===== src/rtl/xor_tree_arb.sv =====
// Two-requester round-robin front end for a shared combinational XOR tree.
// One request is in flight at a time: IDLE accepts, EVAL samples the tree, RESP holds the result.
module xor_tree_arb #(
  parameter int N_VEC = 5,
  parameter int WIDTH = 31
) (
  input  logic                     clk,
  input  logic                     rst_n,
  input  logic [1:0]               req_valid,
  output logic [1:0]               req_ready,
  input  logic [N_VEC*WIDTH-1:0]   req_vec0,
  input  logic [N_VEC*WIDTH-1:0]   req_vec1,
  output logic [N_VEC*WIDTH-1:0]   tree_in,
  input  logic [WIDTH-1:0]         tree_out,
  output logic                     res_valid,
  input  logic                     res_ready,
  output logic [WIDTH-1:0]         res_data,
  output logic                     res_id,
  output logic                     busy
);

  typedef enum logic [1:0] {
    IDLE = 2'd0,
    EVAL = 2'd1,
    RESP = 2'd2
  } state_t;

  state_t                   state_q, state_d;
  logic [N_VEC*WIDTH-1:0]   operand_q, operand_d;
  logic [WIDTH-1:0]         res_data_q, res_data_d;
  logic                     res_id_q, res_id_d;
  logic                     id_q, id_d;
  logic                     last_q, last_d;
  logic                     grant;
  logic                     accept;

  // With both requesters active, the one not granted last time wins.
  always_comb begin
    grant = 1'b0;
    if (req_valid == 2'b10) begin
      grant = 1'b1;
    end else if (req_valid == 2'b11) begin
      grant = ~last_q;
    end
  end

  assign accept    = (state_q == IDLE) && (|req_valid) && rst_n;
  assign req_ready = accept ? (grant ? 2'b10 : 2'b01) : 2'b00;

  always_comb begin
    state_d    = state_q;
    operand_d  = operand_q;
    res_data_d = res_data_q;
    res_id_d   = res_id_q;
    id_d       = id_q;
    last_d     = last_q;
    case (state_q)
      IDLE: begin
        if (accept) begin
          operand_d = grant ? req_vec1 : req_vec0;
          id_d      = grant;
          last_d    = grant;
          state_d   = EVAL;
        end
      end
      EVAL: begin
        res_data_d = tree_out;
        res_id_d   = id_q;
        state_d    = RESP;
      end
      RESP: begin
        if (res_ready) begin
          state_d = IDLE;
        end
      end
      default: state_d = IDLE;
    endcase
  end

  always_ff @(posedge clk or negedge rst_n) begin
    if (!rst_n) begin
      state_q    <= IDLE;
      operand_q  <= '0;
      res_data_q <= '0;
      res_id_q   <= 1'b0;
      id_q       <= 1'b0;
      last_q     <= 1'b1;
    end else begin
      state_q    <= state_d;
      operand_q  <= operand_d;
      res_data_q <= res_data_d;
      res_id_q   <= res_id_d;
      id_q       <= id_d;
      last_q     <= last_d;
    end
  end

  assign tree_in   = operand_q;
  assign res_data  = res_data_q;
  assign res_id    = res_id_q;
  assign res_valid = (state_q == RESP);
  assign busy      = (state_q != IDLE);

endmodule


===== config.mk =====
export PLATFORM = sky130hd
export DESIGN_NAME = xor_tree_arb
export DESIGN_NICKNAME = d
export VERILOG_FILES = /design/src/rtl/xor_tree_arb.sv
export SDC_FILE = /design/constraint.sdc
export NUM_CORES = 1
export LEC_CHECK = 0
export ABC_AREA = 1
export CAP_MARGIN = 0
export CORE_AREA = 2 2 208 210
export CTS_BUF_LIST = sky130_fd_sc_hd__clkbuf_4 sky130_fd_sc_hd__clkbuf_8
export CTS_CLUSTER_DIAMETER = 100
export DETAILED_ROUTE_END_ITERATION = 8
export DIE_AREA = 0 0 210 212
export GPL_TIMING_DRIVEN = 0
export MAX_ROUTING_LAYER = met4
export PLACE_DENSITY = 0.48
export SLEW_MARGIN = 5
export SYNTH_ARGS = -nofsm -noshare
export SYNTH_HDL_FRONTEND = slang
export SYNTH_SLANG_ARGS = --single-unit

===== constraint.sdc =====
create_clock -name clk -period 2.6 [get_ports clk]
set_input_delay 0.52 -clock clk [delete_from_list [all_inputs] [get_ports clk]]
set_output_delay 0.52 -clock clk [all_outputs]
set_load 0.02 [all_outputs]

======== Word-level counts from Yosys, hierarchy flattened ========
Cells that the tools add are included.
storage, ports and cells
  register bits ........................... 191
  bits of input ports ..................... 346
  output and inout bits ................... 191
cells by class
  equal/unequal tests ..................... 6
  muxes and demuxes ....................... 8
  bitwise operators ....................... 1
  reduce and logical (&&, ||, !) cells .... 7
operators with widths
  operator                                                                number
  155-bit two-way mux                                                     1
  2-bit two-way mux                                                       4
  2-bit equality test (second input constant)                             3
  2-bit one-hot mux with 3 select lines                                   1
  2-bit AND reduction                                                     2
  2-bit by 1-bit equality test with 1-bit output (second input constant)  1
  1-bit logical AND                                                       2
  2-bit logical NOT                                                       1
  1-bit two-way mux                                                       2
  2-bit by 1-bit != test with 1-bit output (second input constant)        1
  2-bit != test (second input constant)                                   1
  2-bit nonzero test                                                      1
  2-bit OR reduction                                                      1
  1-bit inverter                                                          1

======== Longest topological paths before layout ========
Gate-level depths: netlist (run 1).
  depth in word-level cells ............... 5
  mapped depth ............................ 8
  mapped depth without buffers ............ 6

======== Worst setup path before layout (run 1) ========
No wires, ideal clock.
  path kind ............................... in2out
  start ................................... input req_valid[0]
  end ..................................... output req_ready[0]
  arrival time ............................ 1.362 ns
  required time ........................... 2.080 ns
  path slack .............................. 0.718 ns
  stages on the path ...................... 6
  cell sequence ........................... nand2_1 -> nand2_1 -> buf_2 -> buf_2 -> inv_1 -> nor2_1
on the way
  longest elaborated chain between the ends .. 5
  elaborated cells between the ends (all ways) .. 9
  those cells by class .................... eq/ne (2); mux (4); reduce/logical (3)
ends and longest elaborated chain
  what                   RTL line  text
  from (decl)            9         input logic [1:0] req_valid,
  2-bit equality test    42        end else if (req_valid == 2'b11) begin
  1-bit two-way mux      42
  1-bit two-way mux      40        if (req_valid == 2'b10) begin
  2-bit two-way mux      48        assign req_ready = accept ? (grant ? 2'b10 : 2'b01) : 2'b00;
  2-bit two-way mux (*)  48
  to (decl)              10        output logic [1:0] req_ready,
Every way passes the cells marked *; elsewhere a longest branch is shown, timed or not.

======== Worst setup path in the final report (run 1) ========
  start ................................... input req_valid[1]
  end ..................................... output req_ready[1]
The elaborated chain is that of the path after synthesis.

==> results.txt, run 1 <==
Unique masters post-synth -> 14
number of port buffers -> 536
remaining antenna violation count after routing -> 0
commonest non-fill, non-tap cell in the layout -> nand2_1
DIE AREA -> 44500 µm²
Slew @ Worst Pin -> 658 ps
number of vias per cell -> 4.34
commonest cells after routing, fill and taps aside -> nand2_1, clkdlybuf4s50_1, dfrtp_1, nand3_1, buf_2
Final Setup Violations -> 0
final core occ -> 37.8%
leading area contributor after synthesis -> dfrtp_1
worst stage delay on the critical path -> 550 ps
post-synth net total -> 1682
total power -> 15.1 mW
initial antenna violation count -> 3
RSZ-0062 raised after global routing -> no
P_leak -> 8.03 nW
TNS Setup -> 0 ps
status -> complete, no violations
Final Slew Violations -> 0
worst setup path startpoint -> req_valid[1]
Ports -> 537
clk_skew -> 21.3 ps
sequential share of the synthesized area -> 50.7%
largest net degree at the start of global routing -> 96
Slowest cell on crit path -> clkdlybuf4s50_1
hold crit path type -> in -> async
Placed Instances -> 2419
final-stage net count -> 2243
crit path DAT -> 1900 ps
aggregate global-route resource usage -> 19.7%
Detailed Place HPWL -> 33.4 mm
final worst-path setup slack -> 175 ps
Yosys top cell area share -> 50.4%
Clock Latency Late Sink -> 500 ps
maximum VDD drop -> 409 µV
ratio of cells with drive above 1 in the final layout -> 5.29%
pre-CTS setup slack -> -640 ps
max_cap viols -> 0
crit-path cells -> clkdlybuf4s50_1 > nand2_1 > buf_6 > buf_6 > inv_1 > nand2_4 > inv_1 > clkbuf_4
H-tree lvl count -> 4
ant diodes -> 0
relative slew slack -> 56.1%
fin area -> 16100 µm²
Critical Path End Type -> output pin
Syn Area/Cell -> 7.06 µm²
GRT overflow -> 0
grt peak-use layer -> met2
routed vias -> 10700
CP Data Required Time -> 2080 ps
first-pass GRT wire length -> 63.9 mm
Core Region -> 42500 µm²
met1 Track Usage GR -> 24.1%
Tmin final -> 2420 ps
Placed Instance Area -> 15500 µm²
DRC viols -> 0
drt initial violations -> 545
CTS sink count -> 191
CP Max Fanout -> 10
Pre-antenna DRT Iters -> 5
Tcrit/Tclk final -> 93.3%
CP Launch Type -> input port
Rows -> 76
Die Ht -> 212 µm
# fillers -> 4575
M2 GR Usage -> 33.1%
die width -> 210 µm
Syn Inst Count -> 1336
FF+latch count, synth -> 191
post-route insts no fill -> 2456
Max clock buf depth -> 2
routed wire length per instance -> 17.8 µm
Crit Path Category -> in -> out
area delta synth->final -> 70.3%
clk slew on worst S/H paths -> 120 ps
yosys warns -> 0
Reg-to-Reg Start -> last_q$_DFFE_PN1P_
hold slack -> 2.78 ps
vias in the first global route -> 10500
gpl congestion -> 0.874
Root Driver -> clkbuf_8
Pwr per Cell Area -> 939 nW/µm²
initial core utilization -> 22.2%
Synth Cell Area -> 9430 µm²
CTS Buf Count -> 17
Max Fclk -> 412 MHz
CTS tree -> yes
DRT Wirelength -> 43.6 mm
Fin. Hold Viols -> 0
top cells by area, synth -> dfrtp_1, nand2_1, nand3_1
GR Util met3 -> 4.65%
cell families (layout without fill, tap and decap cells):
group	after synthesis	after routing	synth area share, %
and+or+nand+nor	1044	1044	44.2
buffers and inverters	101	675	5.06
DFF	191	191	50.7
cells in the mapped netlist:
| library cell | number |
|---|---|
| nor2_4 | 2 |
| nand3_1 | 187 |
| nand2_2 | 1 |
| buf_6 | 2 |
| dfrtp_1 | 190 |
| buf_1 | 6 |
| clkinv_1 | 1 |
| buf_4 | 6 |
| dfstp_2 | 1 |
| inv_1 | 5 |
| clkbuf_1 | 33 |
| nor2_1 | 4 |
| buf_2 | 48 |
| nand2_1 | 850 |
worst max-delay path: cells and delay by family:
family	cells	cell delay [ps]
simple gates	2	210
buf+inv	6	1160
final timing paths:
check	slack, ps	to	cells after the start
worst max-delay path	180	req_ready[1]	8
worst min-delay path	3	res_data[18]$_DFFE_PN0N_	2
worst max register to register	570	tree_in[46]$_DFFE_PN0P_	8
worst min register to register	480	res_data[12]$_DFFE_PN0N_	2
max in group asynchronous	460	res_data[27]$_DFFE_PN0N_	4
min in group clk	480	res_data[12]$_DFFE_PN0N_	2
registers in the layout, indices dropped and copies added (netlist names):
| register | cells |
|---|---|
| id_q | 1 |
| last_q | 1 |
| res_data | 31 |
| res_id | 1 |
| state_q | 2 |
| tree_in | 155 |
per-layer routing:
metal,share of wire (%),wire [µm]
met2,50,21800
met5,0,0
met3,5.8,2510
met1,43,18600
met4,1.7,743
cell type report:
cell class	count	area, µm²	area share [%]
repair buffers	543	5480	34.1
flip-flops and latches	191	4780	29.8
multi-input cells	1044	4180	26.1
well taps	546	683	4.26
plain buffers	94	470	2.93
clock buffers	17	234	1.46
clock inverters	15	200	1.25
inverters	6	22.5	0.140
power breakdown:
part	internal (mW)	leakage [nW]	total, mW	switching, mW
clock	0.983	0.213	2.22	1.23
combinational	3.51	5.43	7.91	4.40
sequential	4.25	2.39	4.95	0.700
repair_timing:
action / 4_1_cts / 5_1_grt
pin swaps: 1 / 1
gates resized for setup: 15 / 6
hold buffers: 4 / 0
endpoints found under the setup margin: 2 / 3
hold endpoints to repair: 60 / 0
setup buffers: 2 / 0
Note: power is estimated with default switching activity, not from simulation.
==> run 2, diff against run 1 <==
--- a/config.mk
+++ b/config.mk
@@ -15,7 +15,7 @@
 export GPL_TIMING_DRIVEN = 0
 export MAX_ROUTING_LAYER = met4
 export PLACE_DENSITY = 0.48
-export SLEW_MARGIN = 5
+export RECOVER_POWER = 25
 export SYNTH_ARGS = -nofsm -noshare
 export SYNTH_HDL_FRONTEND = slang
 export SYNTH_SLANG_ARGS = --single-unit
==> run 2 against run 1 <==
Net effect: the flow now finishes with violations (hold timing, capacitance limit, slew limit); power fell by 0.91%; first-iteration DRC count decreased by 2.9%; global-route usage shrank 0.24 points; flip-flop and latch count stayed put; critical path depth is the same; worst setup slack worse by 6.9 ps; cell count shrank 0.12%; clock skew is 5.1 ps lower; register-to-register slack about the same; core utilization decreased by 0.25 points; largest cell class unchanged; highest routed layer unchanged.
==> results.txt, run 2 (synthesis gave the netlist of run 1 again) <==
status -> finished with violations
failing checks -> hold timing, capacitance limit, slew limit
Seq pwr share -> 33.1% (+0.3 points)
crit-path cells -> clkdlybuf4s50_1 > nand2_1 > buf_6 > buf_6 > inv_1 > nand2_4 > inv_1 > clkbuf_4
Root Driver -> clkbuf_8
CTS sink count -> 191 (unchanged)
initial core utilization -> 22.2% (unchanged)
Internal -> 8.63 mW (-1.3%)
Detailed Place HPWL -> 33.4 mm (-0.12%)
commonest non-fill, non-tap cell in the layout -> nand2_1
drt initial violations -> 529 (-2.9%)
crit path DAT -> 1910 ps (about the same)
CP Launch Type -> input port
commonest cells after routing, fill and taps aside -> nand2_1, clkdlybuf4s50_1, dfrtp_1, nand3_1, buf_2
P_leak -> 7.97 nW (-0.73%)
total power -> 14.9 mW (-0.91%)
Die Ht -> 212 µm (unchanged)
Ports -> 537 (unchanged)
TNS Setup -> 0 ps (unchanged)
Clock Latency Late Sink -> 490 ps (about the same)
first-pass GRT wire length -> 63.2 mm (-1.1%)
Slowest cell on crit path -> clkdlybuf4s50_1
hold slack -> -74.7 ps (-77.5 ps)
DRT Wirelength -> 43.0 mm (-1.4%)
Tcrit/Tclk final -> 93.5% (+0.26 points)
routed vias -> 10500 (-1.7%)
routed wire length per instance -> 17.5 µm (-1.2%)
switch share -> 42.3% (+0.22 points)
DIE AREA -> 44500 µm² (unchanged)
flop2flop setup slack -> 580 ps (about the same)
relative slew slack -> -5.83% (-62 points)
Critical Path End Type -> output pin
CP Max Fanout -> 10 (unchanged)
hold crit path type -> in -> async
Final Slew Violations -> 108 (+108)
number of vias per cell -> 4.27 (-1.6%)
Pre-antenna DRT Iters -> 5 (unchanged)
aggregate global-route resource usage -> 19.5% (-0.24 points)
Slew @ Worst Pin -> 1590 ps (+930 ps)
remaining antenna violation count after routing -> 0 (unchanged)
Reg-to-Reg Start -> last_q$_DFFE_PN1P_
post-route insts no fill -> 2453 (-0.12%)
H-tree lvl count -> 4 (unchanged)
end of the worst register-to-register path -> tree_in[47]$_DFFE_PN0P_
Fin. Hold Viols -> 47 (+47)
vias in the first global route -> 10400 (-1.0%)
number of port buffers -> 536 (unchanged)
max reg flops -> 155 (unchanged)
RSZ-0062 raised after global routing -> no
Psw -> 6.31 mW (-0.40%)
worst reg-to-reg path cell count -> 8 (unchanged)
Max Fclk -> 411 MHz (-0.28%)
Rows -> 76 (unchanged)
Tmin final -> 2430 ps (+6.86 ps)
max_cap viols -> 1 (+1)
area delta synth->final -> 69.2%
ratio of cells with drive above 1 in the final layout -> 5.19% (-0.094 points)
pre-CTS setup slack -> -614 ps (+26.0 ps)
maximum VDD drop -> 340 µV (-17%)
Max clock buf depth -> 2 (unchanged)
DRC viols -> 0 (unchanged)
die width -> 210 µm (unchanged)
gpl congestion -> 0.874 (unchanged)
Crit Path Category -> in -> out
clk slew on worst S/H paths -> 110 ps (about the same)
CTS Buf Count -> 17 (unchanged)
Final Setup Violations -> 0 (unchanged)
Placed Instances -> 2419 (unchanged)
final core occ -> 37.5% (-0.25 points)
CP Data Required Time -> 2080 ps (about the same)
initial antenna violation count -> 4 (+1)
Core Region -> 42500 µm² (unchanged)
largest net degree at the start of global routing -> 108 (+13%)
hold_buf cts -> 0 (-4)
Pwr per Cell Area -> 937 nW/µm² (-0.26%)
combinational power share -> 52.8% (+0.3 points)
Clk pwr share -> 14.1% (-0.6 points)
clk_skew -> 16.2 ps (-5.10 ps)
GRT overflow -> 0 (unchanged)
final-stage net count -> 2239 (-0.18%)
CTS tree -> yes
worst stage delay on the critical path -> 550 ps (about the same)
final worst-path setup slack -> 168 ps (-6.86 ps)
## run 2: worst max-delay path: cells and delay by family
family                 cells  cell delay (ps)
buffers and inverters      6             1170
AND/OR/NAND/NOR            2              210
## run 2: layout make-up
cell class | count | area (µm²)
antenna | 1 | 2.50
fill | 4588 | 26600
clock inverter | 15 | 180
tap | 546 | 683
sequential | 191 | 4780
timing repair buffer | 539 | 5390
clock buffer | 17 | 234
buffer | 94 | 470
inverter | 6 | 22.5
multi-input combinational | 1044 | 4180
## run 2: power groups by stage
stage / registers (mW) / logic [mW] / clock network (mW)
2_1_floorplan: 6.55 / 2.04 / 0
3_3_place_gp: 4.97 / 7.98 / 0
5_1_grt: 5.13 / 8.50 / 2.35
4_1_cts: 4.96 / 8.01 / 2.23
3_5_place_dp: 4.99 / 7.96 / 0
6_report: 4.95 / 7.89 / 2.11
## run 2: worst max-delay path by stage
stage / endpoint / start / slack [ps]
3_5_place_dp: req_ready[1] / req_valid[0] / -610
6_report: req_ready[1] / req_valid[1] / 170
3_3_place_gp: req_ready[1] / rst_n / -8290
2_1_floorplan: req_ready[0] / req_valid[0] / 720
4_1_cts: req_ready[0] / rst_n / 7
5_1_grt: req_ready[1] / last_q$_DFFE_PN1P_ / 20
## run 2: through the flow
step	hold slack, ps	cell area (µm²)
after global routing	-91.7	15900
after CTS	12.9	15900
after floorplan	224	9430
final	-74.7	15900
after detailed placement	459	15500
after global placement	455	15500
## run 2: layer usage
metal | GRT usage, % | wire length [µm] | vias up
met5 | - | 0 | -
met4 | 4.62 | 709 | 0
met3 | 4.86 | 2570 | 31
met2 | 32.7 | 21500 | 304
met1 | 23.6 | 18200 | 4881
li1 | - | - | 5254
## run 2: timing repair
item,in CTS,in global routing
buffers inserted,2,0
cloned,0,0
resized for setup,14,7
setup endpoints to repair,2,3
pin swaps,1,3
hold endpoints to repair,0,83
==> RTL edit 1: new RTL, config.mk and constraints of run 1 <==
`WIDTH`: 31 -> 27.
--- a/src/rtl/xor_tree_arb.sv
+++ b/src/rtl/xor_tree_arb.sv
@@ -3,5 +3,5 @@
 module xor_tree_arb #(
   parameter int N_VEC = 5,
-  parameter int WIDTH = 31
+  parameter int WIDTH = 27
 ) (
   input  logic                     clk,
Interface: changed (5 resized); port bits go from 537 to 469. The function was not compared with the original's and may differ.
==> RTL edit 1 against run 1 <==
Total power decreased by 9.9%; wire length decreased by 12%; setup slack improved by 0.026 ns; via count decreased by 14%; synthesized area decreased by 12%; critical path type is now reg2out; core utilization decreased by 3.9 points; largest power group unchanged; critical path depth decreased by 1; sequential cell count decreased by 24; design area decreased by 10%.
==> RTL edit 1: results <==
[run_status]
status = finished clean

[power_and_ir_drop]
ir_drop_mv = 0.314
leakage_nw = 7.16
p_int_w = 0.00810
p_clk_w = 0.00230
p_switching_w = 0.00549

[grt]
grt_max_degree = 50
grt_usage = 0.178
use_met3 = 0.0443
grt_pass1_wl_um = 57600
met2_usage = 0.295
grt_use_met1 = 0.209
antenna_found_initial = 1
grt_pass1_vias = 9495

[clock_tree]
cts_setup_buffers = 5
path_clk_slew_ns = 0.09
cts_hold_buf = 4
ctsResizeCount = 23

[critical_path]
crit_family = simple AND/OR/NAND/NOR gates
critical_path.slowest_cell = dfrtp_2
cpPeakStageDelay_ns = 0.45
r2r_slack_ns = 0.64
reg2reg_depth = 9
arrival_ns = 1.88
crit_path_max_fanout = 10
r2r_end = tree_in[134]

[cells_and_area]
final_nets = 1966
fill_cells = 4561
drive_gt1_frac = 0.0680
finalNonFillerCells = 2226
largest_reg_flops = 135

[sta]
clock_skew_ns = 0.0106

[route]
dr.pass1.iters = 4
vias = 9187
dr.first_iter.drc_count = 379

[logic_synthesis]
synth_area_leaders = dfrtp_1 (50%), nand2_1 (34%), nand3_1 (9.8%)
synth.distinct_cells = 13
synthCells = 1167
ys_seq_area_frac = 0.504

[placed_design]
portBuffers = 468
dp_slack_ns = -1.16
hpwl_um = 28400
gp_congestion = 0.925
[RTL edit 1: changes by cell type after synthesis, moves of 2 or more]
cell / before / now
buf_4: 6 / 17
buf_2: 48 / 38
dfrtp_1: 190 / 166
nor2_4: 2 / 0
clkbuf_1: 33 / 14
nand3_1: 187 / 163
buf_6: 2 / 5
buf_1: 6 / 8
nand2_1: 850 / 741
nor2_1: 4 / 6
[RTL edit 1: worst min-delay path by stage]
stage	start	depth (start not counted)	endpoint
finish	rst_n	2	tree_in[28]
global route	rst_n	2	tree_in[28]
CTS	rst_n	2	tree_in[28]
detailed placement	res_data[3]	2	res_data[3]
global placement	res_data[7]	2	res_data[7]
floorplan	rst_n	0	id_q
[RTL edit 1: area by class of cell]
cell class | instances | area share
flip-flops and latches | 167 | 0.290
plain buffers | 80 | 0.0318
inverters | 6 | 0.00156
clock buffers | 22 | 0.0206
repair buffers | 480 | 0.340
clock inverters | 10 | 0.0131
multi-input cells | 912 | 0.255
diodes | 3 | 0.000521
well taps | 546 | 0.0474
[RTL edit 1: metal layers]
layer  vias up  share of wire
met5         -              0
met4         0          0.026
met3        44          0.063
met2       305           0.48
met1      4231           0.43
li1       4607              -
[RTL edit 1: logic make-up after synthesis]
family,count (synthesis),share of synthesized area
buf+inv,88,0.0578
flops,167,0.504
simple gates,912,0.438
[RTL edit 1: metrics by stage]
step / area, um2 / hold WS [ns] / setup TNS (ns)
floorplan: 8290 / 0.224 / 0
global placement: 13700 / 0.455 / -1955.87
detailed placement: 13700 / 0.460 / -8.57
CTS: 14400 / 0.0270 / 0
global route: 14400 / 0.0435 / 0
finish: 14400 / 0.0792 / 0
[RTL edit 1: worst register-to-register path: cells and delay by family, from the launching register on]
kind                   cells  cell delay (ns)
buffers and inverters      3             0.81
flip-flops                 1             0.59
AND/OR/NAND/NOR            6             0.51
==> RTL edit 2: new RTL, flow settings as in run 1 <==
Made on the original files. The 3 states of `state_t` get a one-hot encoding in 3 bits.
--- a/src/rtl/xor_tree_arb.sv
+++ b/src/rtl/xor_tree_arb.sv
@@ -20,8 +20,8 @@
 );
 
-  typedef enum logic [1:0] {
-    IDLE = 2'd0,
-    EVAL = 2'd1,
-    RESP = 2'd2
+  typedef enum logic [2:0] {
+    IDLE = 3'b001,
+    EVAL = 3'b010,
+    RESP = 3'b100
   } state_t;
 
Behaviour: no difference found for any inputs over 4 cycles, from zero or initial values and one cycle with rst_n low; so few cycles prove little.
==> RTL edit 2 against run 1 <==
Wire length grew 1.2%; clock power shrank 7%; setup slack lost 0.014 ns; total power grew 4.7%; synthesized area grew 0.45%; core utilization grew 0.40 points; die area is the same; sequential cell count grew 1; critical path depth shrank 4; design area grew 1.1%; combinational power grew 9.2%; register-to-register slack gained 0.13 ns.
==> RTL edit 2: results <==
[logic_synthesis]
synthTopCellsByCount = nand2_1 (852), dfrtp_1 (190), nand3_1 (188)
synth_warnings = 0
synth_area_leaders = dfrtp_1 (50%), nand2_1 (34%), nand3_1 (9.9%)
ys_seq_area_frac = 0.508
syn_nets = 1689
ys_async_sr_fraction = 1.00
synth.distinct_cells = 16

[sta]
clock_skew_ns = 0.0127
max-slew-margin-rel = 0.608

[cells_and_area]
drive_gt1_frac = 0.0567
largest_reg_flops = 155
final_nets = 2255
fill_cells = 4488

[grt]
grt_pass1_vias = 10500
grt_max_degree = 50
grt_use_met1 = 0.237
antenna_found_initial = 4
grt_usage = 0.202
met2_usage = 0.337
use_met3 = 0.0696
grt_pass1_wl_um = 65300

[clock_tree]
clk_latency_ns = 0.50
htree_levels = 4
numCtsBuffers = 17

[placed_design]
dp_slack_ns = -1.16
placed_cell_area_um2 = 15600
gp_congestion = 0.867
hpwl_um = 33500

[power_and_ir_drop]
p_sw_frac = 0.430
ir_drop_mv = 0.418
leakage_nw = 8.11

[critical_path]
reg2reg_depth = 7
r2r_slack_ns = 0.70
r2r_end = tree_in[26]
crit_path_max_fanout = 10
arrival_ns = 1.92
regToRegStartpoint = last_q
cpPeakStageDelay_ns = 0.37
critical_path.slowest_cell = dfrtp_1

[worst_hold_path]
holdCritPathClass = in2async

[route]
viasPerCell = 4.30
dr.first_iter.drc_count = 635
drt-total-wl_um = 44100
dr.pass1.iters = 5

[run_status]
status = finished clean
RTL edit 2: cell count changes after synthesis, moves of 2 or more:
cell,change
nor2_1,+2
clkbuf_1,-2
nand2_1,+2
buf_6,-2
buf_1,+2
RTL edit 2: per-layer routing:
metal,vias up,wire length [um],part of all wire
met5,-,0,0
met3,22,3600,0.082
met2,338,21700,0.49
li1,5303,-,-
met1,4977,18400,0.42
met4,0,421,0.0095
RTL edit 2: cell type report:
class	instances	area (um2)	share of cell area
diodes	5	12.5	0.000771
plain buffers	94	457	0.0282
clock buffers	22	297	0.0183
clock inverters	10	98.8	0.00609
inverters	5	18.8	0.00116
multi-input cells	1051	4210	0.260
flip-flops and latches	192	4810	0.296
well taps	546	683	0.0421
repair buffers	548	5640	0.348
RTL edit 2: logic make-up after synthesis:
kind of cell | share of synthesized area
AO/OA/AOI/OAI | 0.000528
buffers and inverters | 0.0489
flip-flops | 0.508
AND/OR/NAND/NOR | 0.443
RTL edit 2: power by group through the flow:
| stage | registers (W) | clock network (W) | logic (W) |
|---|---|---|---|
| 4_1_cts | 0.00509 | 0.00216 | 0.00877 |
| 3_3_place_gp | 0.00511 | 0 | 0.00868 |
| 5_1_grt | 0.00526 | 0.00228 | 0.00937 |
| 3_5_place_dp | 0.00512 | 0 | 0.00867 |
| 2_1_floorplan | 0.00671 | 0 | 0.00248 |
| 6_report | 0.00508 | 0.00207 | 0.00864 |
RTL edit 2: how the worst max path moves through the flow:
stage	end	slack, ns	start
2_1_floorplan	req_ready[0]	0.72	req_valid[0]
3_3_place_gp	req_ready[1]	-8.79	rst_n
3_5_place_dp	req_ready[0]	-1.16	rst_n
4_1_cts	req_ready[0]	-0.09	state_q[0]
5_1_grt	req_ready[0]	0.02	state_q[0]
6_report	res_valid	0.16	state_q[1]
RTL edit 2: through the flow:
| stage | hold slack [ns] | power (W) | cells |
|---|---|---|---|
| 2_1_floorplan | 0.224 | 0.00919 | 1343 |
| 3_3_place_gp | 0.454 | 0.0138 | 2425 |
| 3_5_place_dp | 0.458 | 0.0138 | 2426 |
| 4_1_cts | 0.0276 | 0.0160 | 2469 |
| 5_1_grt | 0.0221 | 0.0169 | 2472 |
| 6_report | 0.0803 | 0.0158 | 2473 |
RTL edit 2: what timing repair did:
action / CTS / global route
hold buffers: 7 / 0
gates cloned: 3 / 0
hold endpoints to repair: 98 / 0
endpoints found under the setup margin: 3 / 2
pin swaps: 0 / 2
buffers inserted: 1 / 0
gates resized for setup: 18 / 6
